**src/rtl/bcp_pe_mq.sv**
```systemverilog
// BCP processing element: pops one assigned literal, walks its watch list node by node and
// emits implications (valid/ready), conflicts, done or err pulses; requests stall on halt.
module bcp_pe_mq #(
    parameter int K        = 4,
    parameter int LW       = 8,
    parameter int PW       = 10,
    parameter int MAX_HOPS = 256
) (
    input  logic                clk,
    input  logic                rst_n,
    input  logic                flush,
    input  logic                halt,
    input  logic                lit_valid,
    input  logic [LW-1:0]       lit,
    output logic                lit_ready,
    output logic                init_req,
    output logic [LW-1:0]       init_lit,
    input  logic                init_rsp_valid,
    input  logic [PW-1:0]       init_rsp_ptr,
    output logic                node_req,
    output logic [PW-1:0]       node_addr,
    input  logic                node_rsp_valid,
    input  logic [K*LW-1:0]     node_rsp_cla,
    input  logic [K*PW-1:0]     node_rsp_ptr,
    output logic [K*(LW-1)-1:0] gst_var,
    input  logic [2*K-1:0]      gst_state,
    output logic                imp_valid,
    output logic [LW-1:0]       imp_lit,
    input  logic                imp_ready,
    output logic                conflict,
    output logic [PW-1:0]       conflict_ptr,
    output logic                done,
    output logic                err,
    output logic                busy
);

    localparam int HW = $clog2(MAX_HOPS + 1);
    localparam int VW = LW - 1;

    typedef enum logic [2:0] {IDLE, LOOKUP, FETCH, EVAL, EMIT} state_t;
    typedef enum logic [1:0] {ACT_DONE, ACT_ERR, ACT_NEXT} act_t;

    state_t          state_q, state_d;
    act_t            act_q, act_d, act_sel, eval_act;
    logic [LW-1:0]   cur_lit_q, cur_lit_d, imp_lit_q, imp_lit_d;
    logic [HW-1:0]   hop_q, hop_d, hop_inc;
    logic [K*LW-1:0] cla_q, cla_d;
    logic [K*PW-1:0] ptrs_q, ptrs_d;
    logic [PW-1:0]   node_ptr_q, node_ptr_d, conflict_ptr_q, conflict_ptr_d;
    logic            init_pend_q, init_pend_d, node_pend_q, node_pend_d;
    logic            imp_valid_q, imp_valid_d, conflict_q, conflict_d;
    logic            done_q, done_d, err_q, err_d;

    logic            do_act;
    logic [PW-1:0]   launch_addr;
    logic            watch_found, any_true, undef_seen, undef_multi;
    logic [LW-1:0]   undef_lit, slot_lit, var_lit;
    logic [PW-1:0]   watch_ptr;
    logic [1:0]      slot_st;
    logic            imp_now, conflict_now;

    always_comb begin
        gst_var = '0;
        for (int i = 0; i < K; i++) begin
            var_lit = cla_q[i*LW +: LW];
            gst_var[i*VW +: VW] = var_lit[LW-1] ? VW'(-var_lit) : var_lit[VW-1:0];
        end
    end

    // Per-node evaluation; empty slots (literal 0) take no part.
    always_comb begin
        watch_found = 1'b0;
        watch_ptr   = '0;
        any_true    = 1'b0;
        undef_seen  = 1'b0;
        undef_multi = 1'b0;
        undef_lit   = '0;
        slot_lit    = '0;
        slot_st     = '0;
        for (int i = 0; i < K; i++) begin
            slot_lit = cla_q[i*LW +: LW];
            slot_st  = gst_state[2*i +: 2];
            if (slot_lit != '0) begin
                if (!watch_found && slot_lit == cur_lit_q) begin
                    watch_found = 1'b1;
                    watch_ptr   = ptrs_q[i*PW +: PW];
                end
                if ((!slot_lit[LW-1] && slot_st == 2'd1) || (slot_lit[LW-1] && slot_st == 2'd2))
                    any_true = 1'b1;
                if (slot_st == 2'd0) begin
                    if (undef_seen) undef_multi = 1'b1;
                    undef_seen = 1'b1;
                    undef_lit  = slot_lit;
                end
            end
        end
        imp_now      = !any_true && undef_seen && !undef_multi;
        conflict_now = !any_true && !undef_seen;
        hop_inc      = hop_q + HW'(1);
        if (watch_ptr == '0)                eval_act = ACT_DONE;
        else if (hop_inc == HW'(MAX_HOPS))  eval_act = ACT_ERR;
        else                                eval_act = ACT_NEXT;
    end

    always_comb begin
        state_d        = state_q;
        act_d          = act_q;
        cur_lit_d      = cur_lit_q;
        imp_lit_d      = imp_lit_q;
        hop_d          = hop_q;
        cla_d          = cla_q;
        ptrs_d         = ptrs_q;
        node_ptr_d     = node_ptr_q;
        conflict_ptr_d = conflict_ptr_q;
        init_pend_d    = init_pend_q;
        node_pend_d    = node_pend_q;
        imp_valid_d    = imp_valid_q;
        conflict_d     = 1'b0;
        done_d         = 1'b0;
        err_d          = 1'b0;
        init_req       = 1'b0;
        node_req       = 1'b0;
        node_addr      = '0;
        do_act         = 1'b0;
        act_sel        = ACT_DONE;
        launch_addr    = '0;
        lit_ready      = (state_q == IDLE || !rst_n) && !halt && !flush && (lit != '0);

        case (state_q)
            IDLE: begin
                if (lit_valid && lit_ready) begin
                    cur_lit_d   = lit;
                    hop_d       = '0;
                    init_pend_d = 1'b1;
                    state_d     = LOOKUP;
                end
            end
            LOOKUP: begin
                if (init_pend_q) begin
                    if (!halt) begin
                        init_req    = 1'b1;
                        init_pend_d = 1'b0;
                    end
                end else if (init_rsp_valid) begin
                    if (init_rsp_ptr == '0) begin
                        done_d  = 1'b1;
                        state_d = IDLE;
                    end else begin
                        do_act      = 1'b1;
                        act_sel     = ACT_NEXT;
                        launch_addr = init_rsp_ptr;
                    end
                end
            end
            FETCH: begin
                if (node_pend_q) begin
                    if (!halt) begin
                        node_req    = 1'b1;
                        node_addr   = node_ptr_q;
                        node_pend_d = 1'b0;
                    end
                end else if (node_rsp_valid) begin
                    cla_d   = node_rsp_cla;
                    ptrs_d  = node_rsp_ptr;
                    state_d = EVAL;
                end
            end
            EVAL: begin
                if (!watch_found) begin
                    err_d   = 1'b1;
                    state_d = IDLE;
                end else if (conflict_now) begin
                    conflict_d     = 1'b1;
                    conflict_ptr_d = node_ptr_q;
                    state_d        = IDLE;
                end else begin
                    if (watch_ptr != '0) hop_d = hop_inc;
                    // Park the follow-up action until the implication is taken.
                    if (imp_now) begin
                        imp_valid_d = 1'b1;
                        imp_lit_d   = undef_lit;
                        act_d       = eval_act;
                        node_ptr_d  = watch_ptr;
                        state_d     = EMIT;
                    end else begin
                        do_act      = 1'b1;
                        act_sel     = eval_act;
                        launch_addr = watch_ptr;
                    end
                end
            end
            EMIT: begin
                if (imp_ready) begin
                    imp_valid_d = 1'b0;
                    do_act      = 1'b1;
                    act_sel     = act_q;
                    launch_addr = node_ptr_q;
                end
            end
            default: state_d = IDLE;
        endcase

        if (do_act) begin
            case (act_sel)
                ACT_DONE: begin
                    done_d  = 1'b1;
                    state_d = IDLE;
                end
                ACT_ERR: begin
                    err_d   = 1'b1;
                    state_d = IDLE;
                end
                default: begin
                    state_d    = FETCH;
                    node_ptr_d = launch_addr;
                    if (halt) begin
                        node_pend_d = 1'b1;
                    end else begin
                        node_req    = 1'b1;
                        node_addr   = launch_addr;
                        node_pend_d = 1'b0;
                    end
                end
            endcase
        end

        if (flush) begin
            state_d     = IDLE;
            init_pend_d = 1'b0;
            node_pend_d = 1'b0;
            imp_valid_d = 1'b0;
            done_d      = 1'b0;
            err_d       = 1'b0;
            conflict_d  = 1'b0;
            init_req    = 1'b0;
            node_req    = 1'b0;
            node_addr   = '0;
        end
    end

    always_ff @(posedge clk) begin
        if (!rst_n) begin
            state_q        <= IDLE;
            act_q          <= ACT_DONE;
            cur_lit_q      <= '0;
            imp_lit_q      <= '0;
            hop_q          <= '0;
            cla_q          <= '0;
            ptrs_q         <= '0;
            node_ptr_q     <= '0;
            conflict_ptr_q <= '0;
            init_pend_q    <= 1'b0;
            node_pend_q    <= 1'b0;
            imp_valid_q    <= 1'b0;
            conflict_q     <= 1'b0;
            done_q         <= 1'b0;
            err_q          <= 1'b0;
        end else begin
            state_q        <= state_d;
            act_q          <= act_d;
            cur_lit_q      <= cur_lit_d;
            imp_lit_q      <= imp_lit_d;
            hop_q          <= hop_d;
            cla_q          <= cla_d;
            ptrs_q         <= ptrs_d;
            node_ptr_q     <= node_ptr_d;
            conflict_ptr_q <= conflict_ptr_d;
            init_pend_q    <= init_pend_d;
            node_pend_q    <= node_pend_d;
            imp_valid_q    <= imp_valid_d;
            conflict_q     <= conflict_d;
            done_q         <= done_d;
            err_q          <= err_d;
        end
    end

    assign init_lit     = init_req ? cur_lit_q : '0;
    assign imp_valid    = imp_valid_q;
    assign imp_lit      = imp_lit_q;
    assign conflict     = conflict_q;
    assign conflict_ptr = conflict_ptr_q;
    assign done         = done_q;
    assign err          = err_q;
    assign busy         = (state_q != IDLE);

endmodule

```
**config.mk**
```make
export PLATFORM = sky130hd
export DESIGN_NAME = bcp_pe_mq
export DESIGN_NICKNAME = d
export VERILOG_FILES = /design/src/rtl/bcp_pe_mq.sv
export SDC_FILE = /design/constraint.sdc
export NUM_CORES = 1
export LEC_CHECK = 0
export ABC_AREA = 1
export CAP_MARGIN = 20
export CELL_PAD_IN_SITES_DETAIL_PLACEMENT = 0
export CELL_PAD_IN_SITES_GLOBAL_PLACEMENT = 1
export CORE_ASPECT_RATIO = 0.8
export CORE_MARGIN = 10
export CORE_UTILIZATION = 37
export DETAILED_ROUTE_END_ITERATION = 10
export PLACE_DENSITY = 0.95
export SETUP_SLACK_MARGIN = 0.3
export SLEW_MARGIN = 30
export SYNTH_ARGS = -nofsm -noshare
export SYNTH_HDL_FRONTEND = slang
export SYNTH_SLANG_ARGS = --single-unit
```
**constraint.sdc**
```tcl
create_clock -name clk -period 6 [get_ports clk]
set_clock_uncertainty 0.05 [all_clocks]
set_input_delay 1.2 -clock clk [delete_from_list [all_inputs] [get_ports clk]]
set_output_delay 1.2 -clock clk [all_outputs]
set_load 0.1 [all_outputs]
```
==> metrics, run 1 <==
worst-margin pin slew=1033 ps; first-pass GRT wire length=39540 µm; CTS H-tree depth=4; Data arrival, critical path=4240 ps; slew margin rel.=0.3093; final WL=25140 µm; gpl congestion=0.8952; Area growth, synth to finish=34.35%; Gate power share=0.133; r2r worst-path depth=21; fin crit period=~5500 ps; status=finished clean; Max Transition Viols Final=0; Yosys top cell by area=dfxtp_1; largest net degree at the start of global routing=93; combinational family with the most area after synthesis=simple AND/OR/NAND/NOR gates; static leakage=3.724 nW; clk buf depth=2; Yosys reg bits=128; Congestion Overflow GR=0; Flop pwr share=0.423; M3 GR Usage=0.05722; Final setup viols=0; Cell Pwr Density=212.6 nW/µm²; number of buffers added on ports=between 150 and 200; r2r startpoint=cla_q[1]; setup bufs post-CTS=0; Synth area leaders=dfxtp_1 35%, nand2_1 10%, o21ai_0 8.8%; largest driver fanout on the critical path=13; cell total after placement=roughly 1500; post-synthesis async set-or-reset flop share=0; maxcap violations=0; Final HPWL DP=between 15000 and 20000 µm; ys flop type=dfxtp_1; Filler cells=1876; Switching Fraction=0.2734; Power Internal=around 1.5 mW; clk sinks=128; share of post-route cells with drive strength above 1=0.1007; I/O pins=178; post-synth cell types=44; syn_nets=1204; CTS tree=built; fin crit share=0.9149; kind of end point of the critical path=primary output; worst skew pair latency=about 420 ps; via/cell ratio=5.084; synthesized cell area=7246 µm²; Initial Util=0.3796; Warnings, synthesis=0; met1 Use GR=0.2745; worst r2r dst=err; clock share of power=0.444; Post-synth EDFFs=0; 1st-iter DRT viols=650; initial antenna violation count=0; RSZ-0062 raised after global routing=no; Synth Area in Simple Gates=0.2984; Gate Count Post-Synth=1093; Chip Height=145.2 µm; Detail Route Antenna Nets=0; die area=25620 µm²; Post-Synth XOR/XNOR Area=0.05198; hold wc startpoint=ptrs_q[31]; hold slack=between 400 and 500 ps; row cnt=45; Worst setup SP type=input port; die width=176.5 µm; VDD IR max=128.0 µV; hold path depth=2; met2 Use GR=0.2675; Post-Synth Adder-Cell Area=0.008634; drt wl/cell=16.66 µm; TritonCTS Buffers=17; core area=19090 µm²; Synth Area in Compound Gates=0.1913; critical path type=input port to primary output; Hold Path Sink=ptrs_q[31]; area share of the largest cell type after synthesis=0.3537; routed via count=around 7700; DR pass1 iterations=5; Layout Nets=1351; Final Hold Fails=0; Residual DRC=0; worst hold path type=flop to flop; Avg Cell Area, Syn=6.629 µm²; busiest grt layer=met1; P_sw=0.5657 mW; Seq/Total Area, Yosys=0.3537; Critical Path RT=4750 ps; Reg2Reg Setup Slack=2390 ps; post-synthesis mux area share=0; ant diodes=0; fmax=182.2 MHz; total track usage=0.1902; Final TNS setup=0 ps; clock-pin transition on the worst setup and hold timing paths=60 ps; vias in the first global route=between 7000 and 8000; fin cells=1509; clock root buffer=clkbuf_16
[cell families (layout without fill, tap and decap cells)]
family / count (synthesis) / after routing
simple gates: 496 / 496
compound gates: 251 / 251
buf+inv: 170 / 328
flops: 128 / 128
xor+xnor: 43 / 43
fa+ha+maj: 5 / 5
[synthesized netlist by cell type, drive strengths merged, types with 17 or more instances]
| cell | count |
|---|---|
| xor2 | 24 |
| a21oi | 81 |
| nor2 | 181 |
| xnor2 | 19 |
| o21ai | 129 |
| nand3 | 56 |
| inv | 109 |
| dfxtp | 128 |
| clkbuf | 41 |
| buf | 17 |
| nor3 | 18 |
| nand2 | 218 |
[state kept, by name (all words and copies together), names as in the netlist, 2 cells and up]
name,cells
node_ptr_q,10
cla_q,32
act_q,2
conflict_ptr,10
imp_lit,8
hop_q,9
state_q,3
ptrs_q,40
cur_lit_q,8
[metal layers]
metal,vias up,wire (µm),part of all wire
met5,-,0,0
met4,0,329,0.013
met3,29,1925,0.077
met2,263,10380,0.41
met1,3531,12510,0.50
li1,3849,-,-
[critical path: stages]
cell and delay, ps:
clkdlybuf4s50_1 440, nor2_1 200, inv_1 60, nor2_1 220, inv_1 200, nand2_1 170
nor2_1 100, nor3_4 190, nand2_2 190, inv_2 130, nand3_2 100, nand2_2 240
buf_4 230, nand3_1 80, a21oi_1 250, buf_12 220
[layout by cell type, fill, tap and decap left out, drive strengths merged, types with 2 or more instances in the layout]
master	count
nor4	6
buf	32
nand2	218
ha	5
xor2	24
o22ai	2
o211ai	12
a211oi	10
inv	110
nand4	10
dfxtp	128
a22oi	5
clkinvlp	4
nor2	181
a21oi	81
clkdlybuf4s50	154
o21ai	129
clkbuf	19
or2	2
clkinv	9
xnor2	19
a31oi	9
nand3	56
nor3	18
o221ai	3
[final cells by class]
type	count	area (µm²)	share of cell area
sequential	128	2562	0.2632
inverter	112	421.7	0.04332
clock inverter	11	68.82	0.007069
timing repair buffer	186	1914	0.1967
tap	258	322.8	0.03316
multi-input combinational	795	4001	0.4111
clock buffer	19	442.9	0.04550
[stage by stage]
stage | setup WS (ps) | cell area (µm²) | utilization | total power, mW
2_1_floorplan | 479.6 | 7246 | - | 1.043
3_3_place_gp | 640.5 | 9223 | 0.4832 | 1.164
3_5_place_dp | 485.2 | 9223 | 0.4832 | 1.166
4_1_cts | 481.1 | 9734 | 0.5100 | 2.075
5_1_grt | 309.4 | 9734 | 0.5100 | 2.150
6_report | 510.6 | 9734 | 0.5100 | 2.069
[power groups by stage]
stage | logic [mW] | clock network [mW] | registers [mW]
global placement | 0.271 | 0 | 0.893
floorplan | 0.156 | 0 | 0.887
CTS | 0.275 | 0.926 | 0.874
detailed placement | 0.273 | 0 | 0.893
finish | 0.276 | 0.918 | 0.875
global route | 0.302 | 0.972 | 0.876
[timing repair]
| action | 4_1_cts | 5_1_grt |
|---|---|---|
| hold buffers | 0 | 0 |
| resized for setup | 0 | 2 |
| setup endpoints to repair | 0 | 10 |
[how the worst max path moves through the flow]
stage / from / to / slack (ps)
floorplan: gst_state[7] / node_addr[8] / 480
global placement: gst_state[3] / node_addr[2] / 640
detailed placement: gst_state[3] / node_addr[5] / 490
CTS: gst_state[3] / node_addr[5] / 480
global route: gst_state[7] / node_addr[1] / 310
finish: gst_state[6] / node_addr[4] / 510
No activity file was read; power rests on OpenSTA's default activity.
==> run 2: changes to the inputs <==
Settings changed: CORE_MARGIN 10 to 3.
==> metrics, run 2 (synthesis results as in run 1) <==
status=finished clean; RSZ-0062 raised after global routing=no; worst skew pair latency=approximately 430 ps; CTS tree=built; fin crit share=0.8960; slew margin rel.=0.3166; Reg with most FFs=ptrs_q; VDD IR max=152.1 µV; max reg flops=40; core area=~19000 µm²; Critical Path RT=4750 ps; Residual DRC=0; worst setup path start=gst_state[7]; 1st-iter DRT viols=593; met1 Use GR=0.3349; kind of end point of the critical path=primary output; Final setup viols=0; r2r startpoint=cla_q[0]; fin crit period=around 5400 ps; hold wc startpoint=ptrs_q[37]; die width=162.5 µm; Area growth, synth to finish=35.04%; Final Worst Setup Slack=623.8 ps; largest driver fanout on the critical path=23; Detail Route Antenna Nets=0; static leakage=3.735 nW; vias in the first global route=between 7000 and 8000; first-pass GRT wire length=around 38000 µm; CTS H-tree depth=4; DR pass1 iterations=8; row cnt=45; Final Hold Fails=0; r2r worst-path depth=21; Top Registers=ptrs_q x40, cla_q x32; Data arrival, critical path=4130 ps; routed via count=between 7000 and 8000; number of buffers added on ports=177; Chip Height=131.2 µm; Filler cells=1878; dpl ws=around 520 ps; die area=21310 µm²; total track usage=0.2223; Worst setup SP type=input port; Initial Util=0.3796; M3 GR Usage=0.05137; via/cell ratio=5.128; busiest grt layer=met1; clk buf depth=2; I/O pins=178; Cell Pwr Density=220.1 nW/µm²; setup bufs post-CTS=0; gpl congestion=0.9112; worst-margin pin slew=1022 ps; share of post-route cells with drive strength above 1=0.1014; largest net degree at the start of global routing=106; most common cell after layout, fill and taps aside=nand2_1; hold path depth=2; overall power=2.153 mW; initial antenna violation count=0; TritonCTS Buffers=17; clock-pin transition on the worst setup and hold timing paths=60 ps; final WL=23910 µm; clk sinks=around 130; met2 Use GR=0.3120; drt wl/cell=15.83 µm; fmax=between 150 and 200 MHz; Final TNS setup=0 ps; maxcap violations=0; fin cells=1510; critical path type=input port to primary output; Layout Nets=between 1000 and 1500; cell total after placement=1478; worst hold path type=flop to flop; most frequent cells in the layout=201 x nand2_1, 169 x nor2_1, 155 x clkdlybuf4s50_1, 128 x o21ai_0, 128 x dfxtp_1; clock root buffer=clkbuf_16; Max Transition Viols Final=0; Final HPWL DP=17890 µm; Congestion Overflow GR=0; ant diodes=0
[run 2: worst max-delay path: stages]
cell	delay [ps]
clkdlybuf4s50_1	430
nor2_1	200
inv_1	60
nor2_1	200
inv_1	200
nand2_1	170
nor2_1	100
nor3_4	190
nand2_2	190
inv_2	130
nand3_2	120
nand2_4	240
clkinv_2	100
nor2_1	150
nor2_1	50
nor2_1	170
buf_12	210
[run 2: per-layer routing]
layer,share of wire,vias to the layer above
li1,-,3856
met1,0.50,3565
met2,0.41,287
met3,0.072,35
met4,0.017,0
met5,0,-
[run 2: area by class of cell]
type	instances	area, µm²	area share
clock inverters	15	136.4	0.01394
flip-flops and latches	128	2562	0.2619
well taps	258	322.8	0.03299
clock buffers	17	425.4	0.04348
inverters	112	421.7	0.04309
multi-input cells	795	4004	0.4092
repair buffers	185	1912	0.1954
[run 2: per-stage QoR]
stage / hold slack, ps / instance area [µm²] / utilization
finish: 406.1 / 9784 / 0.5126
global route: 436.4 / 9784 / 0.5126
CTS: 403.7 / 9777 / 0.5122
detailed placement: 394.1 / 9215 / 0.4828
global placement: 392.4 / 9215 / 0.4828
floorplan: 379.7 / 7246 / -
[run 2: timing repair]
| item | in CTS | in global routing |
|---|---|---|
| setup endpoints to repair | 0 | 10 |
| resized for setup | 0 | 2 |
| hold buffers | 0 | 0 |
| hold endpoints to repair | 0 | 0 |
[run 2: final timing paths]
kind                                   end  slack, ps
worst max-delay path              node_req        620
worst max register to register         err       2340
worst min-delay path            ptrs_q[37]        410
worst min register to register  ptrs_q[37]        410
[run 2: power by group]
group / internal (mW) / switching (mW) / total (mW) / leakage (nW)
registers: 0.860 / 0.0155 / 0.875 / 1.03
logic: 0.114 / 0.162 / 0.276 / 2.44
clock network: 0.574 / 0.428 / 1.00 / 0.267
total: 1.55 / 0.606 / 2.15 / 3.73
==> run 3: changes to the inputs <==
--- a/config.mk
+++ b/config.mk
@@ -12,7 +12,7 @@
 export CORE_ASPECT_RATIO = 0.8
 export CORE_MARGIN = 3
-export CORE_UTILIZATION = 37
+export CORE_UTILIZATION = 35
 export DETAILED_ROUTE_END_ITERATION = 10
-export PLACE_DENSITY = 0.95
+export PLACE_DENSITY = 0.91
 export SETUP_SLACK_MARGIN = 0.3
 export SLEW_MARGIN = 30
==> constraint.sdc (replaced) <==
create_clock -name clk -period 5.55 [get_ports clk]
set_clock_uncertainty 0.05 [all_clocks]
set_input_delay 0.8325 -clock clk [delete_from_list [all_inputs] [get_ports clk]]
set_output_delay 0.8325 -clock clk [all_outputs]
set_load 0.1 [all_outputs]
==> metrics, run 3 (synthesis results as in run 1) <==
r2r worst-path depth=17; Reg2Reg Setup Slack=about 2000 ps; Initial Util=0.3607; ant diodes=0; setup bufs post-CTS=0; total track usage=0.2104; dpl ws=513.9 ps; worst skew pair latency=420 ps; Hold-fix buffers, CTS=0; I/O pins=between 150 and 200; Cell Pwr Density=248.8 nW/µm²; delay-heaviest family, CP=simple AND/OR/NAND/NOR gates; Area growth, synth to finish=36.14%; largest net degree at the start of global routing=106; row cnt=46; drt wl/cell=about 16 µm; max reg flops=40; cell total after placement=1482; gpl congestion=0.8953; hold path depth=2; Final HPWL DP=roughly 18000 µm; critical path, cell by cell=clkdlybuf4s50_1, nor2_2, inv_1, nor2_1, inv_1, nand2_1, nor2_1, nor3_4, nand2_2, inv_2, nand3_2, nand2_4, clkinv_2, nor2_1, nor2_1, nor2_1, buf_12; most frequent cells in the layout=201 x nand2_1, 169 x nor2_1, 156 x clkdlybuf4s50_1, 128 x o21ai_0, 128 x dfxtp_1; fin crit share=0.8636; hold wc startpoint=ptrs_q[35]; DP Area=9215 µm²; via/cell ratio=5.066; Critical Path RT=4670 ps; clock-pin transition on the worst setup and hold timing paths=60 ps; first-pass GRT wire length=38150 µm; CP Buf/Inv Count=6; share of post-route cells with drive strength above 1=0.09760; most common cell after layout, fill and taps aside=nand2_1; worst-margin pin slew=1020 ps; fin crit period=4793 ps; cell mode on critical path=nor2_1; Final Cell Area=~10000 µm²; Final Worst Setup Slack=757.0 ps; worst r2r dst=err; die width=166.9 µm; Top Registers=ptrs_q x40, cla_q x32; largest driver fanout on the critical path=23; r2r startpoint=cla_q[7]; final WL=23940 µm; clock root buffer=clkbuf_16; overall power=2.454 mW; critical path type=input port to primary output; clk sinks=128; kind of end point of the critical path=primary output; routed via count=~7700; slowest CP cell=clkdlybuf4s50_1; Chip Height=134.7 µm; CTS tree=built; Hold Path Sink=ptrs_q[35]; initial antenna violation count=0; Final TNS setup=0 ps; Filler cells=a little over 2000; CTS H-tree depth=4; fin cells=roughly 1500; maxcap violations=0; Data arrival, critical path=3910 ps; Reg with most FFs=ptrs_q; Worst setup SP type=input port; RSZ-0062 raised after global routing=no; VDD IR max=158.9 µV; DR pass1 iterations=7; 1st-iter DRT viols=657; number of buffers added on ports=177; clk buf depth=2; slew margin rel.=0.3181; Residual DRC=0; Max Transition Viols Final=0; die area=between 20000 and 25000 µm²; Layout Nets=1348; Worst path max stage delay=460 ps; TritonCTS Buffers=17; Detail Route Antenna Nets=0; vias in the first global route=7178; status=finished clean; Final Hold Fails=0; worst hold path type=flop to flop; fmax=208.6 MHz; Final setup viols=0; core area=20090 µm²; number of gates resized after cts=0; Congestion Overflow GR=0; static leakage=about 3.8 nW
==> run 3: changes by cell type in the layout (fill, tap and decap cells not counted), moves of 2 or more <==
cell	change
bufinv_16	+3
clkbuf_8	+4
buf_4	-3
clkinvlp_4	-2
clkbuf_1	+2
inv_6	-5
==> run 3: stage by stage <==
step,util,hold WS (ps)
2_1_floorplan,-,379.7
3_3_place_gp,0.4585,393.2
3_5_place_dp,0.4588,399.4
4_1_cts,0.4907,408.2
5_1_grt,0.4911,425.2
6_report,0.4911,409.4
==> run 3: worst max path at each step <==
stage                         endpoint  slack, ps         start  cells past startpoint
final                         node_req        760  gst_state[6]                     17
after global routing          node_req        440      cla_q[7]                     19
after CTS                     node_req        470  gst_state[6]                     17
after detailed placement      node_req        510  gst_state[6]                     17
after global placement        node_req        640  gst_state[6]                     17
after floorplan           node_addr[8]        760  gst_state[7]                     14
==> run 3: layout make-up <==
type                    instances  area [µm²]  share of cell area
clock buffers                  23       488.0             0.04947
well taps                     264       330.3             0.03349
repair buffers                183        1899              0.1925
clock inverters                 9       153.9             0.01560
flip-flops and latches        128        2562              0.2598
inverters                     112       421.7             0.04274
multi-input cells             795        4009              0.4064
==> run 3: tightest hold or removal path, cell delays in order (launching register included) <==
cell,delay (ps)
dfxtp_1,290
inv_1,60
a21oi_1,60
==> run 3: metal layers <==
metal	global-route usage	vias to the layer above	share of wire
met2	0.3142	255	0.42
met1	0.3120	3538	0.50
met4	0.04581	0	0.0089
li1	-	3855	-
met3	0.04536	22	0.064
met5	0	-	0
==> run 3: power by group <==
group | switching (mW) | total (mW) | internal [mW]
sequential | 0.0165 | 0.946 | 0.930
clock | 0.413 | 1.21 | 0.799
combinational | 0.173 | 0.297 | 0.123
